**config.mk**
```make
export PLATFORM = sky130hd
export DESIGN_NAME = div_rr_scheduler
export DESIGN_NICKNAME = d
export VERILOG_FILES = /design/src/rtl/div_sched_pkg.sv /design/src/rtl/rr_arbiter.sv /design/src/rtl/div_rr_scheduler.sv
export SDC_FILE = /design/constraint.sdc
export NUM_CORES = 1
export LEC_CHECK = 0
export BUFFER_PORTS_ARGS = -buffer_cell sky130_fd_sc_hd__buf_2
export CELL_PAD_IN_SITES_DETAIL_PLACEMENT = 1
export CELL_PAD_IN_SITES_GLOBAL_PLACEMENT = 2
export CORE_UTILIZATION = 22
export CTS_BUF_LIST = sky130_fd_sc_hd__clkbuf_4 sky130_fd_sc_hd__clkbuf_8 sky130_fd_sc_hd__clkbuf_16
export DETAILED_ROUTE_END_ITERATION = 8
export PLACE_DENSITY_LB_ADDON = 0.1
export SLEW_MARGIN = 30
export SYNTH_ARGS = -nofsm -noshare
export SYNTH_HDL_FRONTEND = slang
export SYNTH_SLANG_ARGS = --single-unit
```
**constraint.sdc**
```tcl
create_clock -name clk_i -period 4.1 [get_ports clk_i]
set_clock_uncertainty 0.1 [all_clocks]
set_input_delay 0.41 -clock clk_i [delete_from_list [all_inputs] [get_ports clk_i]]
set_output_delay 0.41 -clock clk_i [all_outputs]
set_load 0.03 [all_outputs]
```
**src/rtl/div_sched_pkg.sv**
```systemverilog
// Shared constants for the round-robin divider scheduler: FSM state codes, default watchdog
// limit and an index-width helper.
package div_sched_pkg;

  localparam logic [1:0] StIdle  = 2'd0;
  localparam logic [1:0] StIssue = 2'd1;
  localparam logic [1:0] StWait  = 2'd2;
  localparam logic [1:0] StResp  = 2'd3;

  localparam int unsigned DefaultTimeout = 64;

  // Index width for n requesters, never narrower than one bit.
  function automatic int unsigned idw(input int unsigned n);
    return (n > 1) ? $clog2(n) : 1;
  endfunction

endpackage

```
**src/rtl/rr_arbiter.sv**
```systemverilog
// Round-robin arbiter: grants the first request at or after the pointer, wrapping modulo N,
// and moves the pointer past the winner when advance is asserted.
module rr_arbiter
  import div_sched_pkg::*;
#(
  parameter int unsigned N = 4,
  localparam int unsigned IW = idw(N)
) (
  input  logic          clk,
  input  logic          rst,
  input  logic [N-1:0]  req,
  input  logic          advance,
  output logic [N-1:0]  gnt,
  output logic [IW-1:0] gnt_idx,
  output logic          any
);

  logic [IW-1:0] ptr_q;
  int unsigned   j;

  always_comb begin
    gnt     = '0;
    gnt_idx = '0;
    any     = 1'b0;
    j       = 0;
    for (int unsigned i = 0; i < N; i++) begin
      j = int'(ptr_q) + i;
      if (j >= N) j = j - N;
      if (!any && req[j]) begin
        any     = 1'b1;
        gnt_idx = IW'(j);
      end
    end
    if (any) gnt = N'(1) << gnt_idx;
  end

  always_ff @(posedge clk or posedge rst) begin
    if (rst) begin
      ptr_q <= '0;
    end else if (advance && any) begin
      ptr_q <= (gnt_idx == IW'(N - 1)) ? '0 : gnt_idx + 1'b1;
    end
  end

endmodule

```
**src/rtl/div_rr_scheduler.sv**
```systemverilog
// Shares one sequential divider between NREQ requesters: round-robin grant, one-cycle start,
// watchdog-bounded wait and a tagged, back-pressured response channel.
module div_rr_scheduler
  import div_sched_pkg::*;
#(
  parameter int unsigned WIDTH   = 32,
  parameter int unsigned NREQ    = 4,
  parameter int unsigned TIMEOUT = DefaultTimeout,
  localparam int unsigned IDW    = idw(NREQ)
) (
  input  logic                  clk_i,
  input  logic                  rst_i,
  input  logic [NREQ-1:0]       req_valid_i,
  output logic [NREQ-1:0]       req_ready_o,
  input  logic [NREQ*WIDTH-1:0] req_dividend_i,
  input  logic [NREQ*WIDTH-1:0] req_divisor_i,
  input  logic [NREQ-1:0]       req_rem_i,
  output logic                  rsp_valid_o,
  input  logic                  rsp_ready_i,
  output logic [IDW-1:0]        rsp_id_o,
  output logic [WIDTH-1:0]      rsp_result_o,
  output logic                  rsp_error_o,
  output logic                  rsp_timeout_o,
  output logic                  div_start_o,
  output logic [WIDTH-1:0]      div_dividend_o,
  output logic [WIDTH-1:0]      div_divisor_o,
  output logic                  div_rem_o,
  input  logic                  div_busy_i,
  input  logic                  div_valid_i,
  input  logic [WIDTH-1:0]      div_result_i
);

  localparam int unsigned CW = $clog2(TIMEOUT);

  logic [1:0]       state_q, state_d;
  logic [NREQ-1:0]  gnt;
  logic [IDW-1:0]   gnt_idx;
  logic             any;
  logic             in_idle;
  logic [WIDTH-1:0] sel_dividend, sel_divisor;
  logic [WIDTH-1:0] dividend_q, divisor_q, result_q;
  logic             rem_q, error_q, timeout_q;
  logic [IDW-1:0]   id_q;
  logic [CW-1:0]    cnt_q;
  logic             cnt_last;

  assign in_idle      = (state_q == StIdle);
  assign sel_dividend = req_dividend_i[int'(gnt_idx) * WIDTH +: WIDTH];
  assign sel_divisor  = req_divisor_i[int'(gnt_idx) * WIDTH +: WIDTH];
  assign cnt_last     = (cnt_q == CW'(TIMEOUT - 1));

  rr_arbiter #(
    .N (NREQ)
  ) u_arb (
    .clk     (clk_i),
    .rst     (rst_i),
    .req     (req_valid_i),
    .advance (in_idle),
    .gnt     (gnt),
    .gnt_idx (gnt_idx),
    .any     (any)
  );

  always_comb begin
    state_d = state_q;
    case (state_q)
      StIdle:  if (any) state_d = (sel_divisor == '0) ? StResp : StIssue;
      StIssue: state_d = StWait;
      StWait:  if (div_valid_i || cnt_last) state_d = StResp;
      StResp:  if (rsp_ready_i) state_d = StIdle;
      default: state_d = StIdle;
    endcase
  end

  always_ff @(posedge clk_i or posedge rst_i) begin
    if (rst_i) begin
      state_q    <= StIdle;
      dividend_q <= '0;
      divisor_q  <= '0;
      rem_q      <= 1'b0;
      id_q       <= '0;
      result_q   <= '0;
      error_q    <= 1'b0;
      timeout_q  <= 1'b0;
      cnt_q      <= '0;
    end else begin
      state_q <= state_d;
      case (state_q)
        StIdle: begin
          if (any) begin
            dividend_q <= sel_dividend;
            divisor_q  <= sel_divisor;
            rem_q      <= req_rem_i[gnt_idx];
            id_q       <= gnt_idx;
            result_q   <= '0;
            error_q    <= (sel_divisor == '0);
            timeout_q  <= 1'b0;
          end
        end
        StIssue: cnt_q <= '0;
        StWait: begin
          if (div_valid_i) begin
            result_q <= div_result_i;
            error_q  <= 1'b0;
          end else if (cnt_last) begin
            result_q  <= '0;
            error_q   <= 1'b1;
            timeout_q <= 1'b1;
          end else begin
            cnt_q <= cnt_q + 1'b1;
          end
        end
        default: ;
      endcase
    end
  end

  // Gate with reset so the accept pulse cannot leak out while reset is held.
  assign req_ready_o    = (in_idle && !rst_i) ? gnt : '0;
  assign rsp_valid_o    = (state_q == StResp);
  assign rsp_id_o       = id_q;
  assign rsp_result_o   = result_q;
  assign rsp_error_o    = error_q;
  assign rsp_timeout_o  = timeout_q;
  assign div_start_o    = (state_q == StIssue);
  assign div_dividend_o = dividend_q;
  assign div_divisor_o  = divisor_q;
  assign div_rem_o      = rem_q;

  a_idle_not_busy : assert property (@(posedge clk_i) disable iff (rst_i) in_idle |-> !div_busy_i);

endmodule

```
==> impl_metrics.ini <==
[yosys]
synth-edff-count = 0
synth-async-reset-ratio_pct = 100
synth_top_area_share_pct = 42.7
ys_types = 37
ys_ff_latch = 111
synth_top_area_cell = dfrtp_1
yosysWarnings = 0
syn_area_per_cell_sq_um = 7.59
syn_inst = 856
synth_ff_type = dfrtp_1
syn_nets = 1167
seq_area_frac_synth_pct = 42.7
synth_area_sq_um = 6500
synth_area_leaders = dfrtp_1 (43%), nand2_1 (20%), o21ai_0 (7.7%)

[final_layout]
layout_common_cells = buf_2 (406), nand2_1 (355), dfrtp_1 (111), o21ai_0 (100), nand3_1 (88)
syn2layout_area_growth_pct = 43.1
fill_cells = 3649
drive_above_1_share_pct = 37.8
nets = 1541
layout_commonest_cell = buf_2

[cts]
clockBufferDepth = 2
clk-insertion-delay-late_ns = 0.36
cts.sinks = 111
post_cts_buffers = 0
cts_buffers = 9
holdBufCountCts = 0
clkTransAtPathRegs_ns = 0.08
h-tree-depth = 3
cts_root_buf = clkbuf_16
cts_tree = built
cts.repair.resized = 0

[sta]
max-slew-margin-rel_pct = 49.9
fin_crit_sh_pct = 90.2
tns_ns = 0
hold_viol_final = 0
holdWs_ns = 0.0819
min_period_ns = 3.70
rsz0062_at_grt = no
max_freq_mhz = 270
setup_viol = 0
worst_slew_pin_slew_ns = 0.752
slew_viol_final = 0

[detailed_routing]
vias = 7152
post_drt_wl_per_cell_microns = 16.5
drcViolationCount = 0
drtPass1Iterations = 4
final_antenna_net_count = 0
vias_per_cell = 4.40
drt_iter0_drc = 250
wirelength_microns = 26900

[floorplanning]
start_util_pct = 22.5
chipWidth_microns = 174
die_area_sq_um = 30200
die_h_microns = 174
ios = 408
coreArea_sq_um = 28900
rows = 62

[global_route]
grt_max_degree = 136
antenna_found_initial = 9
overflow = 0
grt_pass1_wl_microns = 42100
grt_pass1_vias = 7420
globalRoute.busiestLayer = met2
grt_util_met3_pct = 5.45
grt_use_met1_pct = 21.3
met2_usage_pct = 31.4
track_usage_pct = 17.8

[critical_path]
arrival_ns = 3.19
crit_fanout = 58
r2r-start = u_arb.ptr_q[1]
crit_family = buffers and inverters
cp_common_cell = buf_4
timing.critical_path.buf_inv = 4
r2r_end = rsp_error_o
path_cells = a21oi_1, o32ai_4, inv_4, buf_4, buf_4, ha_1, and2_1, buf_2
rrSetupSlack_ns = 0.54
crit_path_start_kind = flop
reg2regPathDepth = 9
end_kind = primary output
crit_path_top_delay_cell = buf_4
max_stage_delay_ns = 0.60
cp.required_ns = 3.59
crit_type = flop to primary output

[min_path]
hp-class = primary input to async pin

[pwr]
leakagePower_uw = 0.00501
irDropWorstVdd_mv = 0.276
power_uw = 6690
p_per_area_nw_per_um2 = 719

[outcome]
outcome = finished clean

[placement]
gp_congestion = 0.771
dp_hpwl_microns = 20400
io_buffers = 406

[flow_run]
drv_cap = 0
-- how the worst max path moves through the flow --
stage | from | to | cells after the start | slack [ns]
2_1_floorplan | req_valid_i[1] | req_ready_o[2] | 11 | 0.64
3_3_place_gp | req_valid_i[1] | rsp_error_o | 11 | 0.38
3_5_place_dp | req_valid_i[1] | rsp_error_o | 11 | 0.29
4_1_cts | u_arb.ptr_q[1] | req_ready_o[3] | 8 | 0.25
5_1_grt | u_arb.ptr_q[1] | req_ready_o[3] | 8 | 0.13
6_report | u_arb.ptr_q[1] | req_ready_o[3] | 8 | 0.40
-- cell families (layout without fill, tap and decap cells) --
group,after synthesis,in the layout,synth area share (%)
compound gates,120,120,9.95
xor+xnor,3,3,0.404
simple gates,477,477,30.3
flops,111,111,42.7
mux,66,66,10.6
other cells,0,5,0
buf+inv,69,448,4.14
fa+ha+maj,10,10,1.92
-- report_power, final --
part	leakage (uW)	internal (uW)	switching (uW)
clock	0.000151	443	492
combinational	0.00343	1230	2750
sequential	0.00142	1540	223
-- flip-flops by register name, summed over array words and instances, names as in the netlist, 2 cells and up --
register and cells:
div_dividend_o 32, rsp_result_o 32, cnt_q 6, state_q 2
div_divisor_o 32, rsp_id_o 2, u_arb.ptr_q 2
-- layout make-up --
| type | count | area [sq um] | share of cell area (%) |
|---|---|---|---|
| Tap cell | 384 | 480 | 5.16 |
| Antenna cell | 5 | 12.5 | 0.134 |
| Sequential cell | 111 | 2780 | 29.9 |
| Clock inverter | 7 | 81.3 | 0.874 |
| Timing Repair Buffer | 422 | 2200 | 23.6 |
| Clock buffer | 9 | 225 | 2.42 |
| Inverter | 10 | 42.5 | 0.457 |
| Multi-Input combinational cell | 676 | 3490 | 37.5 |
-- synth_stat cells, drive strengths merged, types with 10 or more instances --
cell / instances
buf: 14
mux2i: 44
nand3: 88
ha: 10
o21ai: 101
clkbuf: 45
mux2: 22
nand2: 355
dfrtp: 111
-- routing by layer --
metal	wire length [microns]	vias to the layer above
met1	11200	3324
met3	1920	20
met5	56	-
li1	-	3588
met4	256	8
met2	13400	212
-- through the flow --
stage | instances | util [%] | instance area [sq um] | setup slack, ns
2_1_floorplan | 856 | - | 6500 | 0.640
3_3_place_gp | 1602 | 31.0 | 8960 | 0.380
3_5_place_dp | 1602 | 31.0 | 8960 | 0.294
4_1_cts | 1618 | 32.1 | 9260 | 0.253
5_1_grt | 1621 | 32.2 | 9300 | 0.128
6_report | 1624 | 32.2 | 9300 | 0.401
Power figures use the tool's default switching activity.
